[src/rtl/balance_scan_driver_if.sv]
// Balance inputs and display outputs of the SHOW_BALANCES scan driver.
// master: the driver itself; slave: the balance source / display mux side.
interface balance_scan_driver_if;
    logic [31:0] balance_dollars;
    logic [31:0] balance_btc;
    logic [31:0] balance_eth;
    logic [31:0] balance_xrp;
    logic [31:0] balance_ltc;
    logic [7:0]  AN;
    logic [6:0]  led;
    logic [2:0]  sel;
    logic        busy;

    modport master (
        input  balance_dollars, balance_btc, balance_eth, balance_xrp, balance_ltc,
        output AN, led, sel, busy
    );

    modport slave (
        output balance_dollars, balance_btc, balance_eth, balance_xrp, balance_ltc,
        input  AN, led, sel, busy
    );
endinterface

[src/rtl/balance_scan_driver.sv]
// SHOW_BALANCES seven-segment driver: debounced currency select, sequential
// double-dabble binary-to-BCD conversion and time-multiplexed 8-digit scan.
module balance_scan_driver #(
    parameter int unsigned DEBOUNCE_CYCLES = 1000000,
    parameter int unsigned REFRESH_CYCLES  = 100000
) (
    input  logic                         clk,
    input  logic                         rst_n,
    input  logic                         btn_next,
    balance_scan_driver_if.master        bus
);

    localparam int unsigned DbW = $clog2(DEBOUNCE_CYCLES + 1);
    localparam int unsigned RfW = $clog2(REFRESH_CYCLES + 1);
    localparam logic [31:0] MaxShown = 32'd9_999_999;

    typedef enum logic [1:0] {StIdle, StLoad, StShift, StCommit} state_e;

    // Button path
    logic [1:0]     r_sync;
    logic           r_db_level;
    logic [DbW-1:0] r_db_cnt;
    logic [2:0]     r_sel;
    logic           w_sync;

    // Conversion engine
    state_e         r_state;
    state_e         w_state_nxt;
    logic           w_load;
    logic           w_shift;
    logic           w_commit;
    logic           r_force;
    logic [31:0]    r_shown;
    logic [2:0]     r_conv_sel;
    logic [23:0]    r_work;
    logic [27:0]    r_bcd;
    logic [27:0]    w_bcd_adj;
    logic [4:0]     r_shift_cnt;
    logic           r_ovf_pend;
    logic [31:0]    w_sel_bal;

    // Displayed result
    logic [6:0][3:0] r_digit;
    logic            r_valid;
    logic            r_overflow;
    logic [7:0][3:0] w_dig_ext;
    logic [7:0]      w_nz;

    // Scan
    logic [RfW-1:0] r_ref_cnt;
    logic [2:0]     r_index;
    logic [7:0]     r_an;
    logic [6:0]     r_led;
    logic [6:0]     w_seg_cur;

    function automatic logic [6:0] seg_digit(input logic [3:0] d);
        logic [6:0] s;
        case (d)
            4'd0:    s = 7'b1000000;
            4'd1:    s = 7'b1111001;
            4'd2:    s = 7'b0100100;
            4'd3:    s = 7'b0110000;
            4'd4:    s = 7'b0011001;
            4'd5:    s = 7'b0010010;
            4'd6:    s = 7'b0000010;
            4'd7:    s = 7'b1111000;
            4'd8:    s = 7'b0000000;
            4'd9:    s = 7'b0010000;
            default: s = 7'h7F;
        endcase
        return s;
    endfunction

    assign w_sync = r_sync[1];

    // Synchronise, debounce and advance sel on each debounced rising edge
    always_ff @(posedge clk or negedge rst_n) begin
        if (!rst_n) begin
            r_sync     <= 2'b00;
            r_db_level <= 1'b0;
            r_db_cnt   <= '0;
            r_sel      <= 3'd0;
        end else begin
            r_sync <= {r_sync[0], btn_next};
            if (w_sync == r_db_level) begin
                r_db_cnt <= '0;
            end else if (r_db_cnt == DbW'(DEBOUNCE_CYCLES - 1)) begin
                r_db_level <= w_sync;
                r_db_cnt   <= '0;
                if (w_sync) begin
                    r_sel <= (r_sel == 3'd4) ? 3'd0 : r_sel + 3'd1;
                end
            end else begin
                r_db_cnt <= r_db_cnt + 1'b1;
            end
        end
    end

    // Balance currently selected for display
    always_comb begin
        w_sel_bal = bus.balance_dollars;
        case (r_sel)
            3'd1:    w_sel_bal = bus.balance_btc;
            3'd2:    w_sel_bal = bus.balance_eth;
            3'd3:    w_sel_bal = bus.balance_xrp;
            3'd4:    w_sel_bal = bus.balance_ltc;
            default: w_sel_bal = bus.balance_dollars;
        endcase
    end

    // Conversion FSM state register
    always_ff @(posedge clk or negedge rst_n) begin
        if (!rst_n) begin
            r_state <= StIdle;
        end else begin
            r_state <= w_state_nxt;
        end
    end

    // Conversion FSM next state and datapath strobes
    always_comb begin
        w_state_nxt = r_state;
        w_load      = 1'b0;
        w_shift     = 1'b0;
        w_commit    = 1'b0;
        unique case (r_state)
            StIdle: begin
                if (r_force || (r_sel != r_conv_sel) || (w_sel_bal != r_shown)) begin
                    w_state_nxt = StLoad;
                end
            end
            StLoad: begin
                w_load      = 1'b1;
                w_state_nxt = StShift;
            end
            StShift: begin
                w_shift = 1'b1;
                if (r_shift_cnt == 5'd23) begin
                    w_state_nxt = StCommit;
                end
            end
            StCommit: begin
                w_commit    = 1'b1;
                w_state_nxt = StIdle;
            end
            default: w_state_nxt = StIdle;
        endcase
    end

    // Add-3 correction applied to every BCD nibble before each shift
    always_comb begin
        w_bcd_adj = r_bcd;
        for (int i = 0; i < 7; i++) begin
            if (r_bcd[i*4 +: 4] >= 4'd5) begin
                w_bcd_adj[i*4 +: 4] = r_bcd[i*4 +: 4] + 4'd3;
            end
        end
    end

    // Double-dabble datapath and atomic commit of the displayed digits
    always_ff @(posedge clk or negedge rst_n) begin
        if (!rst_n) begin
            r_force     <= 1'b1;
            r_shown     <= '0;
            r_conv_sel  <= 3'd0;
            r_work      <= '0;
            r_bcd       <= '0;
            r_shift_cnt <= '0;
            r_ovf_pend  <= 1'b0;
            r_digit     <= '0;
            r_valid     <= 1'b0;
            r_overflow  <= 1'b0;
        end else begin
            if (w_load) begin
                r_shown     <= w_sel_bal;
                r_conv_sel  <= r_sel;
                r_work      <= w_sel_bal[23:0];
                r_bcd       <= '0;
                r_force     <= 1'b0;
                r_shift_cnt <= '0;
                r_ovf_pend  <= (w_sel_bal > MaxShown);
            end
            if (w_shift) begin
                r_bcd       <= {w_bcd_adj[26:0], r_work[23]};
                r_work      <= {r_work[22:0], 1'b0};
                r_shift_cnt <= r_shift_cnt + 5'd1;
            end
            if (w_commit) begin
                r_valid    <= 1'b1;
                r_overflow <= r_ovf_pend;
                // An out-of-range result is dropped; dashes are shown instead
                if (!r_ovf_pend) begin
                    r_digit <= r_bcd;
                end
            end
        end
    end

    // w_nz[i]: some digit at position i or above is nonzero (leading-zero blanking)
    assign w_dig_ext = {4'd0, r_digit};

    always_comb begin : p_nz
        logic v_acc;
        v_acc = 1'b0;
        w_nz  = '0;
        for (int i = 7; i >= 0; i--) begin
            v_acc   = v_acc | (w_dig_ext[i] != 4'd0);
            w_nz[i] = v_acc;
        end
    end

    // Segment pattern for the digit at the current scan index
    always_comb begin
        w_seg_cur = 7'h7F;
        if (r_index == 3'd7) begin
            case (r_sel)
                3'd0:    w_seg_cur = 7'b0100001;
                3'd1:    w_seg_cur = 7'b0000011;
                3'd2:    w_seg_cur = 7'b0000110;
                3'd3:    w_seg_cur = 7'b0101111;
                3'd4:    w_seg_cur = 7'b1000111;
                default: w_seg_cur = 7'h7F;
            endcase
        end else if (!r_valid) begin
            w_seg_cur = 7'h7F;
        end else if (r_overflow) begin
            w_seg_cur = 7'b0111111;
        end else if ((r_index == 3'd0) || w_nz[r_index]) begin
            w_seg_cur = seg_digit(w_dig_ext[r_index]);
        end
    end

    // Refresh counter; AN and led are loaded together on each wrap
    always_ff @(posedge clk or negedge rst_n) begin
        if (!rst_n) begin
            r_ref_cnt <= '0;
            r_index   <= 3'd0;
            r_an      <= 8'hFF;
            r_led     <= 7'h7F;
        end else if (r_ref_cnt == RfW'(REFRESH_CYCLES - 1)) begin
            r_ref_cnt <= '0;
            r_index   <= r_index + 3'd1;
            r_an      <= ~(8'd1 << r_index);
            r_led     <= w_seg_cur;
        end else begin
            r_ref_cnt <= r_ref_cnt + 1'b1;
        end
    end

    assign bus.AN   = r_an;
    assign bus.led  = r_led;
    assign bus.sel  = r_sel;
    assign bus.busy = (r_state != StIdle);

endmodule

[src/flat_wrapper.sv]
// flat-port wrapper written by rule: the top's interface ports become plain ports
module balance_scan_driver_flat 
#(
    parameter int unsigned DEBOUNCE_CYCLES = 1000000,
    parameter int unsigned REFRESH_CYCLES  = 100000
)
  (clk, rst_n, btn_next, bus_balance_dollars, bus_balance_btc, bus_balance_eth, bus_balance_xrp, bus_balance_ltc, bus_AN, bus_led, bus_sel, bus_busy);
  balance_scan_driver_if bus_i ();
  input  logic clk;
  input  logic rst_n;
  input  logic btn_next;
  input wire logic [$bits(bus_i.balance_dollars)-1:0] bus_balance_dollars;
  input wire logic [$bits(bus_i.balance_btc)-1:0] bus_balance_btc;
  input wire logic [$bits(bus_i.balance_eth)-1:0] bus_balance_eth;
  input wire logic [$bits(bus_i.balance_xrp)-1:0] bus_balance_xrp;
  input wire logic [$bits(bus_i.balance_ltc)-1:0] bus_balance_ltc;
  output wire logic [$bits(bus_i.AN)-1:0] bus_AN;
  output wire logic [$bits(bus_i.led)-1:0] bus_led;
  output wire logic [$bits(bus_i.sel)-1:0] bus_sel;
  output wire logic [$bits(bus_i.busy)-1:0] bus_busy;
  assign bus_i.balance_dollars = bus_balance_dollars;
  assign bus_i.balance_btc = bus_balance_btc;
  assign bus_i.balance_eth = bus_balance_eth;
  assign bus_i.balance_xrp = bus_balance_xrp;
  assign bus_i.balance_ltc = bus_balance_ltc;
  assign bus_AN = bus_i.AN;
  assign bus_led = bus_i.led;
  assign bus_sel = bus_i.sel;
  assign bus_busy = bus_i.busy;
  balance_scan_driver #(.DEBOUNCE_CYCLES(DEBOUNCE_CYCLES), .REFRESH_CYCLES(REFRESH_CYCLES)) u_core (.clk(clk), .rst_n(rst_n), .btn_next(btn_next), .bus(bus_i));
endmodule
[config.mk]
export PLATFORM = sky130hd
export DESIGN_NAME = balance_scan_driver_flat
export DESIGN_NICKNAME = d
export VERILOG_FILES = /design/src/rtl/balance_scan_driver_if.sv /design/src/rtl/balance_scan_driver.sv /design/src/flat_wrapper.sv
export SDC_FILE = /design/constraint.sdc
export NUM_CORES = 1
export LEC_CHECK = 0
export BUFFER_PORTS_ARGS = -buffer_cell sky130_fd_sc_hd__buf_2
export CELL_PAD_IN_SITES_DETAIL_PLACEMENT = 1
export CELL_PAD_IN_SITES_GLOBAL_PLACEMENT = 2
export CORE_ASPECT_RATIO = 0.5
export CORE_MARGIN = 8
export CORE_UTILIZATION = 36
export CTS_BUF_LIST = sky130_fd_sc_hd__clkbuf_4 sky130_fd_sc_hd__clkbuf_8
export DETAILED_ROUTE_END_ITERATION = 10
export GPL_TIMING_DRIVEN = 1
export PLACE_DENSITY = 0.94
export SETUP_SLACK_MARGIN = 0.15
export SYNTH_ARGS = -nofsm -noshare
export SYNTH_HDL_FRONTEND = slang
export SYNTH_SLANG_ARGS = --single-unit
[constraint.sdc]
create_clock -name clk -period 4.1 [get_ports clk]
set_input_delay 0.82 -clock clk [delete_from_list [all_inputs] [get_ports clk]]
set_output_delay 0.82 -clock clk [all_outputs]
set_load 0.01 [all_outputs]
==> results of run 1 <==
[layer usage]
layer	vias up	share of wire [%]
met5	-	0.026
met4	2	2.5
met3	58	5.0
met2	217	49
met1	5007	44
li1	4567	-
[per-stage QoR]
step / hold slack, ns / util (%) / power, uW / instance area, sq um / worst slack [ns]
after floorplan: 0.331 / - / 2670 / 10900 / 0.630
after global placement: 0.343 / 40.9 / 2970 / 12300 / 0.520
after detailed placement: 0.346 / 40.9 / 3040 / 12300 / 0.396
after CTS: 0.296 / 42.4 / 4430 / 12700 / 0.375
after global routing: 0.322 / 42.4 / 4600 / 12700 / 0.187
final: 0.308 / 42.4 / 4390 / 12700 / 0.435
[cell usage after synthesis (4+ instances only)]
library cell,count
dfrtp_1,171
o21ai_0,116
nor2_1,114
nand2_1,91
inv_1,79
a21oi_1,64
clkbuf_1,57
xnor2_1,48
mux2i_1,45
ha_1,38
xor2_1,27
o22ai_1,26
nor3_1,25
a22oi_1,24
nand3_1,22
a32oi_1,20
mux2_2,17
dfstp_2,16
nand4_1,14
nor4_1,14
and3_1,13
nand2b_1,11
o32ai_1,9
a31oi_1,8
a32o_1,8
a22o_1,7
a221o_1,6
a221oi_1,6
buf_1,6
o31ai_1,6
nor2b_1,5
a211oi_1,4
and2_1,4
and4_1,4
mux4_2,4
nand4b_1,4
[kinds of logic (layout without fill, tap and decap cells)]
group                      after synthesis  in the layout
AOI/OAI and AO/OA                      329            329
xor gates and xnor gates                75             75
adders and majority gates               38             38
buffers and inverters                  148            327
DFF                                    187            187
muxes                                   69             69
other                                    0              1
and+or+nand+nor                        337            337
[power by group]
part / internal (uW) / switching [uW] / total (uW)
combinational: 371 / 546 / 918
sequential: 1980 / 103 / 2090
clock: 595 / 787 / 1380
[layout by cell type, fill, tap and decap left out, types with 4 or more instances in the layout]
cell,Yosys,final
buf_2,2,180
dfrtp_1,171,171
o21ai_0,116,116
nor2_1,114,114
nand2_1,91,91
inv_1,79,79
a21oi_1,64,64
xnor2_1,48,48
mux2i_1,45,45
ha_1,38,35
buf_4,0,33
xor2_1,27,27
o22ai_1,26,26
nor3_1,25,25
a22oi_1,24,24
nand3_1,22,22
a32oi_1,20,20
clkbuf_8,0,18
mux2_2,17,17
dfstp_2,16,16
nor4_1,14,14
nand4_1,14,14
and3_1,13,13
nand2b_1,11,11
o32ai_1,9,9
a31oi_1,8,8
a32o_1,8,8
a22o_1,7,7
a221o_1,6,6
o31ai_1,6,6
a221oi_1,6,6
nor2b_1,5,5
mux4_2,4,4
and2_1,4,4
nand4b_1,4,4
and4_1,4,4
a211oi_1,4,4
clkinv_8,0,4
[critical path, stage by stage, from the launching register on]
cell	delay [ns]
dfrtp_1	0.53
inv_1	0.14
ha_1	0.24
or4_1	0.63
and2_4	0.32
mux2_4	0.37
a221oi_2	0.30
o221ai_2	0.14
nor4_2	0.36
a41oi_1	0.20
mux2_1	0.34
[area by class of cell]
class,instances,area share [%]
Multi-Input combinational cell,848,44.0
Clock buffer,18,1.95
Tap cell,399,3.92
Inverter,80,2.36
Clock inverter,14,1.56
Antenna cell,1,0.0197
Timing Repair Buffer,215,9.27
Sequential cell,187,36.9
[registers in the layout, summed over array words and instances (netlist names)]
register / cells
u_core.r_shown: 32
u_core.r_bcd: 28
u_core.r_digit: 28
u_core.r_work: 24
u_core.r_db_cnt: 20
u_core.r_ref_cnt: 17
u_core.bus.AN: 8
u_core.bus.led: 7
u_core.r_shift_cnt: 5
u_core.bus.sel: 3
u_core.r_conv_sel: 3
u_core.r_index: 3
u_core.r_state: 2
u_core.r_sync: 2
u_core.r_db_level: 1
u_core.r_force: 1
u_core.r_overflow: 1
u_core.r_ovf_pend: 1
u_core.r_valid: 1
[worst min path at each step]
stage | startpoint | endpoint | cells after the start
final | rst_n | u_core.r_bcd[9] | 1
after global routing | rst_n | u_core.r_bcd[9] | 1
after CTS | rst_n | u_core.r_bcd[9] | 1
after detailed placement | u_core.r_sync[0] | u_core.r_sync[1] | 0
after global placement | u_core.r_sync[0] | u_core.r_sync[1] | 0
after floorplan | u_core.r_sync[0] | u_core.r_sync[1] | 0
==> summary.md, run 1 <==
| Metric | Value |
|---|---|
| Status | finished, final reports clean |
| Met2 GRT Util | 36.0% |
| Register-to-register setup slack | 0.43 ns |
| Number of cell rows | 45 |
| Compound-cell area share of the yosys netlist | 19.3% |
| Post-DR wirelength/cell | 22.1 um |
| Clock period minus worst slack | 3.67 ns |
| Post-detail-place hpwl | 30.5 mm |
| MaxCap Viol Count | 0 |
| Post-synth EDFFs | 0 |
| Synth Net Count | 1384 |
| Peak Freq | 0.273 GHz |
| Simple-gate area share of the yosys netlist | 14.6% |
| Worst-Skew Late Latency | 0.51 ns |
| R2r startpoint | u_core.bus.sel[0] |
| Count of state elements after synthesis | 187 |
| Cell count after placement | 1729 |
| Setup Fix Bufs, Post-CTS | 0 |
| Part of the cycle the worst path needs | 89.4% |
| Drt drc | 0 |
| Antenna violations before repair | 2 |
| PortBufs | 181 |
| Drt via density | 5.59 |
| Worst EP required | 4.49 ns |
| RSZ-0062 raised after global routing | false |
| Area of the multi-input gates | 5610 sq um |
| Largest net degree at the start of global routing | 95 |
| Total GRT Usage | 21.3% |
| Yosys top cell area share | 39.3% |
| Main synth FF type | dfrtp_1 |
| Synth Area in XOR/XNOR | 6.04% |
| RD Place Congestion | 0.918 |
| Non-Filler Instances | 1762 |
| Post-synth top area cell | dfrtp_1 |
| Headroom to the max-slew limit | 27.9% |
| Top Ports | 182 |
| Gr ovfl total | 0 |
| Avg Inst Size Synth | 9.20 sq um |
| Final setup fails | 0 |
| Vias in the first global route | 10600 |
| Worst Max-Slew Pin Slew | 1.08 ns |
| Yosys cell types | 68 |
| Setup TNS | 0 ns |
| Seq/Total Area, Yosys | 43.2% |
| Min-delay worst type | input pin to async pin |
| R2r endpoint | u_core.r_state[1] |
| DRT Pass-1 Iters | 4 |
| H-tree Lvls | 4 |
| Final hold violation count | 0 |
| Max Slew Vio Count | 0 |
| Final nets | 1550 |
| Die height | 139 um |
| Syn Std Cell Area | 10900 sq um |
| WL final | 39.0 mm |
| Met3 GRT Util | 4.11% |
| Final clock skew | 0.0196 ns |
| Post-synthesis async set-or-reset flop share | 100% |
| Largest family of logic cells by synthesized area | compound AO/OA/AOI/OAI gates |
| Initial Utilization | 36.2% |
| Ys Warns | 0 |
| GRT busiest layer | met2 |
| Met1 usage | 26.9% |
| CP max FO | 22 |
| Critical path class | flop to flop |
| Total number of vias | 9851 |
| Crit path capture type | flop |
| Power density cells | 344 nW/um^2 |
| Layout cells sized above 1 | 21.8% |
| Post-synthesis mux area share | 7.10% |
| Die width | 262 um |
| Worst Setup SP | u_core.bus.sel[0] |
| Final ANT Viol Nets | 0 |
| CTS tree | yes |
| Clock Path Buffers | 2 |
| First-pass GRT wire length | 60.6 mm |
| Total core area | 30000 sq um |
| VDD IR max | 0.000216 V |
| Die area | 36400 sq um |
| Post-CTS Resized | 0 |
| Post-synthesis adder-cell area fraction | 4.37% |
| Synth-to-Final Area Change | 17.1% |
| FF+latch area | 4700 sq um |
| CTS Buf Count | 17 |
| Clock tree root driver cell | clkbuf_8 |
| Startpoint Class | flop |
| LEAKAGE | 0.00574 uW |
| Fillers | 3496 |
| First-iteration detailed-routing DRC count | 645 |
| R2R depth | 10 |
| Synthesized instance count | 1183 |
| Synth top area cells | dfrtp_1 (39%), o21ai_0 (5.3%), ha_1 (4.4%), mux2i_1 (4.1%), nor2_1 (3.9%) |
| Clk sinks | 187 |
| Hold buffer count at CTS | 0 |
| Clk slew on worst S/H paths | 0.12 ns |
| Worst Setup EP | u_core.r_state[1] |
| Worst EP arrival | 4.06 ns |
Power figures use the tool's default switching activity.
==> inputs of run 2 (changes only) <==
--- a/config.mk
+++ b/config.mk
@@ -5,17 +5,18 @@
 export SDC_FILE = /design/constraint.sdc
 export NUM_CORES = 1
 export LEC_CHECK = 0
-export BUFFER_PORTS_ARGS = -buffer_cell sky130_fd_sc_hd__buf_2
 export CELL_PAD_IN_SITES_DETAIL_PLACEMENT = 1
 export CELL_PAD_IN_SITES_GLOBAL_PLACEMENT = 2
-export CORE_ASPECT_RATIO = 0.5
+export CORE_ASPECT_RATIO = 0.7
 export CORE_MARGIN = 8
-export CORE_UTILIZATION = 36
+export CORE_UTILIZATION = 40
 export CTS_BUF_LIST = sky130_fd_sc_hd__clkbuf_4 sky130_fd_sc_hd__clkbuf_8
 export DETAILED_ROUTE_END_ITERATION = 10
+export DONT_BUFFER_PORTS = 1
 export GPL_TIMING_DRIVEN = 1
-export PLACE_DENSITY = 0.94
+export PLACE_DENSITY = 0.92
 export SETUP_SLACK_MARGIN = 0.15
+export SKIP_LAST_GASP = 1
 export SYNTH_ARGS = -nofsm -noshare
 export SYNTH_HDL_FRONTEND = slang
 export SYNTH_SLANG_ARGS = --single-unit
==> summary.md, run 2 (same netlist as run 1, synthesis figures left out) <==
| Metric | Value |
|---|---|
| Clock Path Buffers | 2 |
| Most common cell after layout, fill and taps aside | dfrtp_1 |
| Number of cell rows | 50 |
| R2r startpoint | u_core.bus.sel[0] |
| CTS Buf Count | 17 |
| Internal power | 2880 uW |
| Finished Cell Area | 11800 sq um |
| Comb power frac | 19.0% |
| Headroom to the max-slew limit | 34.6% |
| CP Cell Sequence | inv_1 > ha_1 > or4_1 > and2_4 > buf_4 > and3_1 > a221oi_2 > o221ai_2 > nor4_2 > a41oi_1 > mux2_1 |
| Antenna violations before repair | 0 |
| Hold buffer count at CTS | 1 |
| H-tree Lvls | 4 |
| Drt via density | 5.93 |
| Reg power frac | 49.4% |
| R2R depth | 11 |
| Status | finished, final reports clean |
| Crit path capture type | flop |
| Startpoint Class | flop |
| First-pass GRT wire length | 56.9 mm |
| Register-to-register setup slack | 0.36 ns |
| Post-detail-place hpwl | 27.7 mm |
| RSZ-0062 raised after global routing | false |
| Vias in the first global route | 9278 |
| R2r endpoint | u_core.r_state[1] |
| Max Slew Vio Count | 0 |
| Post-DR wirelength/cell | 23.4 um |
| Largest Register | u_core.r_shown |
| Final clock skew | 0.0190 ns |
| Gr ovfl total | 0 |
| Clk pwr share | 31.6% |
| Final setup fails | 0 |
| MaxCap Viol Count | 0 |
| Clock period minus worst slack | 3.74 ns |
| CTS tree | yes |
| CP max stage delay | 0.68 ns |
| Part of the cycle the worst path needs | 91.3% |
| Synth-to-Final Area Change | 8.06% |
| Post-CTS Resized | 0 |
| Worst EP required | 4.48 ns |
| VDD IR max | 0.000229 V |
| Top Ports | 182 |
| Regs by FF count | u_core.r_shown (32), u_core.r_bcd (28), u_core.r_digit (28) |
| Die height | 154 um |
| Total GRT Usage | 22.2% |
| Setup Fix Bufs, Post-CTS | 0 |
| Top delay family on crit path | simple AND/OR/NAND/NOR gates |
| Most frequent cells in the layout | dfrtp_1 (171), o21ai_0 (116), nor2_1 (114), nand2_1 (91), inv_1 (79) |
| Switch share | 31.7% |
| Critical path class | flop to flop |
| Largest net degree at the start of global routing | 156 |
| Total core area | 26700 sq um |
| Drt drc | 0 |
| Post-route setup slack | 0.358 ns |
| Setup TNS | 0 ns |
| Largest register FFs | 32 |
| PortBufs | 0 |
| Clock tree root driver cell | clkbuf_8 |
| DRT Pass-1 Iters | 7 |
| CP bufs+invs | 2 |
| First-iteration detailed-routing DRC count | 948 |
| Die area | 32800 sq um |
| Min-delay worst type | input pin to async pin |
| Die width | 213 um |
| Net Switching | 1340 uW |
| Final nets | 1370 |
| Worst Max-Slew Pin Slew | 0.971 ns |
| Clk sinks | 187 |
| Peak Freq | 0.267 GHz |
| LEAKAGE | 0.00498 uW |
| Power density cells | 359 nW/um^2 |
| Slowest cell on the critical path | or4_1 |
| RD Place Congestion | 0.998 |
| Dpl ws | 0.436 ns |
| Final hold violation count | 0 |
| Placement Cell Area | 11300 sq um |
| Worst-Skew Late Latency | 0.50 ns |
| Final ANT Viol Nets | 0 |
| Total number of vias | 9169 |
| Initial Utilization | 40.7% |
| Clk slew on worst S/H paths | 0.11 ns |
| Layout cells sized above 1 | 9.73% |
| Worst EP arrival | 4.12 ns |
| WL final | 36.3 mm |
| CP max FO | 20 |
run 2: changes by cell type in the layout (fill, tap and decap cells not counted), sizes merged:
cell / previous run / this run
buf: 215 / 33
clkinv: 7 / 3
clkinvlp: 0 / 3
clkbuf: 18 / 19
dlygate4sd3: 0 / 2
run 2: routing by layer:
layer	wire, um	part of all wire, %	GRT usage [%]
met4	399	1.1	4.03
met3	2530	7.0	6.17
met2	15400	43	32.0
met1	17900	49	32.8
met5	0	0	0
run 2: how the worst max path moves through the flow:
| stage | from | endpoint | depth (start not counted) |
|---|---|---|---|
| floorplan | u_core.bus.sel[0] | u_core.r_state[1] | 13 |
| global placement | u_core.bus.sel[0] | u_core.r_state[1] | 11 |
| detailed placement | u_core.bus.sel[0] | u_core.r_state[1] | 11 |
| CTS | u_core.bus.sel[0] | u_core.r_state[1] | 11 |
| global route | u_core.bus.sel[0] | u_core.r_state[1] | 11 |
| finish | u_core.bus.sel[0] | u_core.r_state[1] | 11 |
run 2: metrics by stage:
| step | utilization, % | cells | hold slack [ns] | total power, uW |
|---|---|---|---|---|
| global route | 44.0 | 1546 | 0.00752 | 4440 |
| CTS | 43.9 | 1544 | 0.00565 | 4250 |
| global placement | 42.3 | 1511 | 0.346 | 2850 |
| finish | 44.0 | 1547 | 0.0543 | 4220 |
| floorplan | - | 1183 | 0.331 | 2670 |
| detailed placement | 42.3 | 1511 | 0.352 | 2910 |
run 2: layout make-up:
cell class | instances | area [sq um]
clock buffer | 19 | 255
tap | 364 | 455
multi-input combinational | 848 | 5610
timing repair buffer | 35 | 280
inverter | 80 | 300
antenna | 1 | 2.50
sequential | 187 | 4700
clock inverter | 13 | 156
fill | 3115 | 15000
run 2: power by group through the flow:
stage	Combinational [uW]	Clock (uW)	Sequential (uW)
after CTS	803	1360	2090
after detailed placement	785	0	2120
after global placement	732	0	2110
final	802	1330	2090
after global routing	906	1430	2110
after floorplan	583	0	2090
